## src/rtl/adder_arbiter_pkg.sv

```systemverilog
// Shared definitions for the two-port adder arbiter: state encoding,
// default sizing and a small helper for the round-robin pointer.
package adder_arbiter_pkg;

   localparam int ARB_WIDTH   = 8;
   localparam int ARB_TIMEOUT = 16;

   typedef enum logic [1:0] {
      ST_IDLE    = 2'd0,
      ST_BUSY    = 2'd1,
      ST_RELEASE = 2'd2
   } state_t;

   // After a requester is served, the other one becomes preferred.
   function automatic logic other_id(input logic id);
      return ~id;
   endfunction

endpackage

```

## src/rtl/adder_arbiter_rr_pick2.sv

```systemverilog
// Two-way round-robin selector. When both requesters are asking, the
// pointer decides; otherwise the single active requester wins.
module rr_pick2 (
   input  logic i_req0,
   input  logic i_req1,
   input  logic i_ptr,
   output logic o_grant_valid,
   output logic o_grant_id
);

   // Pure combinational pick; the caller registers the outcome.
   always_comb begin
      o_grant_valid = i_req0 | i_req1;
      if (i_req0 && i_req1) begin
         o_grant_id = i_ptr;
      end else begin
         o_grant_id = i_req1;
      end
   end

endmodule

```

## src/rtl/adder_arbiter.sv

```systemverilog
// Shares one adder between an ALU port (0) and an address-increment
// port (1). Round-robin grant, registered result, one-cycle done/err
// pulse to the owner, and a watchdog that aborts a hung adder.
//
// Adder handshake: add_en is a request held high with stable operands
// until add_ready is seen high on a rising edge (ready is only meaningful
// while add_en=1). After completion add_en stays low and the arbiter
// waits for add_ready to fall before it will arbitrate again.
module adder_arbiter
   import adder_arbiter_pkg::*;
#(
   parameter int WIDTH   = ARB_WIDTH,
   parameter int TIMEOUT = ARB_TIMEOUT,
   parameter int CW      = 5
) (
   input  logic             clk,
   input  logic             rst,
   input  logic             req0,
   input  logic [WIDTH-1:0] a0,
   input  logic [WIDTH-1:0] b0,
   input  logic             cin0,
   output logic             done0,
   output logic             err0,
   input  logic             req1,
   input  logic [WIDTH-1:0] a1,
   input  logic [WIDTH-1:0] b1,
   input  logic             cin1,
   output logic             done1,
   output logic             err1,
   output logic [WIDTH-1:0] result,
   output logic             cout,
   output logic             busy,
   output logic             add_en,
   output logic [WIDTH-1:0] add_a,
   output logic [WIDTH-1:0] add_b,
   output logic             add_cin,
   input  logic [WIDTH-1:0] add_out,
   input  logic             add_cout,
   input  logic             add_ready,
   output logic [1:0]       dbg_state
);

   // Last watchdog value before the operation is abandoned.
   localparam logic [CW-1:0] WD_LAST = CW'(TIMEOUT - 1);

   state_t           r_state;
   logic             r_owner;
   logic             r_ptr;
   logic [CW-1:0]    r_wd;
   logic             r_add_en;
   logic [WIDTH-1:0] r_add_a;
   logic [WIDTH-1:0] r_add_b;
   logic             r_add_cin;
   logic [WIDTH-1:0] r_result;
   logic             r_cout;
   logic             r_done0;
   logic             r_done1;
   logic             r_err0;
   logic             r_err1;

   logic             w_grant_valid;
   logic             w_grant_id;

   rr_pick2 u_pick (
      .i_req0        (req0),
      .i_req1        (req1),
      .i_ptr         (r_ptr),
      .o_grant_valid (w_grant_valid),
      .o_grant_id    (w_grant_id)
   );

   // Arbitration FSM, operand latch, watchdog and result/pulse registers.
   always_ff @(posedge clk) begin
      if (rst) begin
         r_state   <= ST_IDLE;
         r_owner   <= 1'b0;
         r_ptr     <= 1'b0;
         r_wd      <= '0;
         r_add_en  <= 1'b0;
         r_add_a   <= '0;
         r_add_b   <= '0;
         r_add_cin <= 1'b0;
         r_result  <= '0;
         r_cout    <= 1'b0;
         r_done0   <= 1'b0;
         r_done1   <= 1'b0;
         r_err0    <= 1'b0;
         r_err1    <= 1'b0;
      end else begin
         r_done0 <= 1'b0;
         r_done1 <= 1'b0;
         r_err0  <= 1'b0;
         r_err1  <= 1'b0;
         case (r_state)
            ST_IDLE: begin
               if (w_grant_valid) begin
                  r_owner   <= w_grant_id;
                  r_add_a   <= w_grant_id ? a1   : a0;
                  r_add_b   <= w_grant_id ? b1   : b0;
                  r_add_cin <= w_grant_id ? cin1 : cin0;
                  r_add_en  <= 1'b1;
                  r_wd      <= '0;
                  r_state   <= ST_BUSY;
               end
            end
            ST_BUSY: begin
               // Ready is checked first so it wins over a same-cycle timeout.
               if (add_ready) begin
                  r_result <= add_out;
                  r_cout   <= add_cout;
                  r_done0  <= ~r_owner;
                  r_done1  <= r_owner;
                  r_add_en <= 1'b0;
                  r_ptr    <= other_id(r_owner);
                  r_state  <= ST_RELEASE;
               end else if (r_wd == WD_LAST) begin
                  r_err0   <= ~r_owner;
                  r_err1   <= r_owner;
                  r_add_en <= 1'b0;
                  r_ptr    <= other_id(r_owner);
                  r_state  <= ST_RELEASE;
               end else begin
                  r_wd <= r_wd + CW'(1);
               end
            end
            ST_RELEASE: begin
               r_add_en <= 1'b0;
               if (!add_ready) begin
                  r_state <= ST_IDLE;
               end
            end
            default: begin
               r_add_en <= 1'b0;
               r_state  <= ST_IDLE;
            end
         endcase
      end
   end

   assign done0     = r_done0;
   assign done1     = r_done1;
   assign err0      = r_err0;
   assign err1      = r_err1;
   assign result    = r_result;
   assign cout      = r_cout;
   assign busy      = (r_state != ST_IDLE);
   assign add_en    = r_add_en;
   assign add_a     = r_add_a;
   assign add_b     = r_add_b;
   assign add_cin   = r_add_cin;
   assign dbg_state = r_state;

endmodule

```

## config.mk

```make
export PLATFORM = sky130hd
export DESIGN_NAME = adder_arbiter
export DESIGN_NICKNAME = d
export VERILOG_FILES = /design/src/rtl/adder_arbiter_pkg.sv /design/src/rtl/adder_arbiter_rr_pick2.sv /design/src/rtl/adder_arbiter.sv
export SDC_FILE = /design/constraint.sdc
export NUM_CORES = 1
export LEC_CHECK = 0
export ABC_AREA = 1
export BUFFER_PORTS_ARGS = -buffer_cell sky130_fd_sc_hd__buf_4
export CORE_MARGIN = 2
export CORE_UTILIZATION = 42
export CTS_CLUSTER_DIAMETER = 60
export DETAILED_ROUTE_END_ITERATION = 7
export PLACE_DENSITY = 0.84
export SLEW_MARGIN = 10
export SYNTH_ARGS = -nofsm -noshare
export SYNTH_HDL_FRONTEND = slang
export SYNTH_SLANG_ARGS = --single-unit
```

## constraint.sdc

```tcl
create_clock -name clk -period 1.35 [get_ports clk]
set_input_delay 0.3375 -clock clk [delete_from_list [all_inputs] [get_ports clk]]
set_output_delay 0.3375 -clock clk [all_outputs]
set_load 0.05 [all_outputs]
```

==> metrics.md <==
| Metric | Value |
|---|---|
| Slew margin rel. | 75.6% |
| CTS tree | done |
| Endpoint with the worst hold slack | add_b[0]$_SDFFE_PP0P_ |
| Most common cell after layout, fill and taps aside | buf_4 |
| Clock Skew | 0.00399 ns |
| Clock network power share | 31.3% |
| Final #Nets | 406 |
| Post-synthesis adder-cell area fraction | 1.34% |
| Grt total ovfl | 0 |
| Compound-Gate Fraction of Synth Area | 5.56% |
| Tmin final | 1.41 ns |
| Initial DRC Count | 88 |
| Tot GR Track Use | 19.6% |
| Slew @ Worst Pin | 0.366 ns |
| H-tree levels | 2 |
| Grt met3 use | 5.84% |
| Period utilization | 104% |
| Worst reg2reg endpoint | r_wd[4]$_SDFFE_PP0P_ |
| Hold wc startpoint | b0[0] |
| Ys Warns | 0 |
| Final Max Tran Viols | 0 |
| Sequential group share of total power | 38.9% |
| Pwr Total | 3.43 mW |
| Hold depth | 5 |
| Antenna diodes | 0 |
| NetSw | 1.14 mW |
| CTS Buffer Depth | 2 |
| Combinational Power Share | 29.8% |
| Most frequent cells in the layout | buf_4 (93), nand2_1 (55), nand3_1 (48) |
| DRT Wirelength | 4700 µm |
| Vias in the first global route | 1,876 |
| Net Count, Synth | 319 |
| Share of cells above drive strength 1 | 37.3% |
| Router iterations before antenna repair | 4 |
| CTS buffer count | 5 |
| Gpl congestion | 0.857 |
| Crit end category | flip-flop |
| Vias per inst | 4.74 |
| Seq/Total Area, Yosys | 42.9% |
| Crit Path Max Fanout | 6 |
| Num rows | 24 |
| Sw frac | 33.2% |
| Synth Area per Inst | 6.94 µm² |
| GRT busiest layer | met2 |
| CP startpoint kind | flip-flop |
| Post-synthesis xor/xnor area fraction | 0% |
| Pin count of the biggest net entering global routing | 35 |
| Int Pwr | 2.29 mW |
| Detail Route Antenna Nets | 0 |
| Max cap viols | 0 |
| Arr. time, crit path | 1.58 ns |
| GR Util met2 | 35.0% |
| Global-route wire length before repair | 7990 µm |
| Via count | 1,939 |
| Minimum hold slack | 0.320 ns |
| Fmax | 712 MHz |
| Static leakage | 1.42 nW |
| Post-synthesis instance total | 269 |
| Met1 Use GR | 21.9% |
| PwrDens | 1250 mW/mm² |
| FF-to-FF path depth | 9 |
| Initial Util | 43.2% |
| Die ar. | 0.00500 mm² |
| DP Wirelength | 3370 µm |
| IO Count | 82 |
| # setup viols final | 4 |
| Yosys top cell by area | dfxtp_1 |
| Post-Synth Simple-Gate Area | 39.1% |
| Synth top area cells | dfxtp_1 (43%), nand3_1 (13%), nand2_1 (12%) |
| Worst Hold Class | input pin to flip-flop |
| Main combinational cell family by area after synthesis | simple AND/OR/NAND/NOR gates |
| Die Span Y | 70.7 µm |
| RSZ-0062 raised after global routing | yes |
| Clk pin slew, worst setup/hold paths | 0.08 ns |
| VDD IR max | 0.606 mV |
| Outcome | finished with violations |
| Synthesized flop and latch total | 40 |
| Post-synth cell types | 23 |
| Final hold violations | 0 |
| Core area | 0.00432 mm² |
| Synth-to-layout area growth | 47.3% |
| CTS root buf | clkbuf_8 |
| Final worst setup slack | -0.0553 ns |
| Detailed-route DRC error count | 0 |
| Setup CP Type | flip-flop to flip-flop |
| Initial antenna violation count | 0 |
| Worst EP required | 1.52 ns |
| Routed WL per cell | 11.5 µm |
| Mapped cell area | 0.00187 mm² |
| R2R Path Start | r_wd[1]$_SDFFE_PP0P_ |
| Filler Cells Inserted | 403 |
| Sink Count | 40 |
| Violated checks | setup timing |
| Port Buffers | 81 |
| Width of the die | 70.7 µm |
| Skew-Pair Late Insertion Delay | 0.29 ns |
| Reg2Reg Setup Slack | -0.06 ns |
| Yosys top cell area share | 42.9% |
| Multiplexer share of the synthesized area | 0% |
-- routing by layer --
| metal | routed length, µm | vias to the layer above |
|---|---|---|
| met5 | 0 | - |
| met3 | 376 | 6 |
| li1 | - | 1018 |
| met1 | 1920 | 842 |
| met2 | 2330 | 73 |
| met4 | 73 | 0 |
-- stage by stage --
stage          cells  instance area, µm²  setup WS [ns]  TNS (ns)  util [%]
6_report         409                2750        -0.0553    -0.159      63.6
5_1_grt          409                2750         -0.144    -0.899      63.6
4_1_cts          407                2710        -0.0553    -0.202      62.6
3_5_place_dp     396                2520         -0.105    -0.359      58.3
3_3_place_gp     396                2520        -0.0396   -0.0798      58.3
2_1_floorplan    269                1880        0.00203         0         -
-- power by group through the flow --
stage / registers [mW] / clock network [mW] / logic (mW)
after floorplan: 1.65 / 0 / 0.397
after global placement: 1.36 / 0 / 0.975
after detailed placement: 1.36 / 0 / 0.988
after CTS: 1.33 / 1.09 / 1.01
after global routing: 1.35 / 1.14 / 1.11
final: 1.33 / 1.07 / 1.02
-- registers in the layout, summed over array words and instances (netlist names) --
name       flops
done1          1
add_b          8
add_cin        1
r_wd           5
add_a          8
r_ptr          1
cout           1
add_en         1
done0          1
err0           1
r_owner        1
dbg_state      2
result         8
err1           1
-- worst max-delay path: stages, from the launching register on --
cell and delay [ns]:
dfxtp_2 0.35, ha_4 0.17, nand2_4 0.06, nor2_2 0.03, ha_2 0.18, nor2_4 0.13
nand2_4 0.11, buf_6 0.13, nand3_1 0.06, a21oi_1 0.06
-- logic make-up after synthesis --
kind of cell | count (synthesis)
compound gates | 20
flops | 40
fa+ha+maj | 2
buf+inv | 43
simple gates | 164
-- cell type report --
| class | count | area [µm²] | share of cell area [%] |
|---|---|---|---|
| clock buffers | 7 | 96.3 | 3.50 |
| clock inverters | 1 | 30.0 | 1.09 |
| repair buffers | 94 | 709 | 25.8 |
| multi-input cells | 186 | 931 | 33.8 |
| inverters | 29 | 114 | 4.14 |
| well taps | 52 | 65.1 | 2.36 |
| flip-flops and latches | 40 | 806 | 29.3 |
-- worst max-delay path by stage --
stage,start,slack [ns],depth (start not counted),endpoint
6_report,r_wd[1]$_SDFFE_PP0P_,-0.06,9,r_wd[4]$_SDFFE_PP0P_
5_1_grt,r_wd[1]$_SDFFE_PP0P_,-0.14,9,r_wd[4]$_SDFFE_PP0P_
4_1_cts,r_wd[1]$_SDFFE_PP0P_,-0.06,10,r_wd[3]$_SDFFE_PP0P_
3_5_place_dp,r_wd[0]$_SDFFE_PP0P_,-0.10,10,r_wd[3]$_SDFFE_PP0P_
3_3_place_gp,r_wd[0]$_SDFFE_PP0P_,-0.04,10,r_wd[3]$_SDFFE_PP0P_
2_1_floorplan,r_wd[0]$_SDFFE_PP0P_,0.002,10,r_wd[3]$_SDFFE_PP0P_
-- repair_timing --
action	4_1_cts	5_1_grt
pin swaps	7	5
gates cloned	0	0
resized for setup	9	7
hold buffers	0	0
setup endpoints to repair	9	11
buffers inserted	3	2
-- cell usage after synthesis --
cell type and n:
a21oi_1 17, a31oi_1 1, buf_1 1, buf_12 1, buf_2 5, buf_4 3
buf_6 1, clkbuf_1 3, dfxtp_1 40, ha_1 2, inv_1 28, inv_6 1
nand2_1 60, nand2_2 4, nand2_4 1, nand3_1 48, nand4_1 1, nor2_1 39
nor2_2 7, nor2_4 2, nor3_1 2, o21ai_0 1, o31ai_1 1
Power figures use the tool's default switching activity.
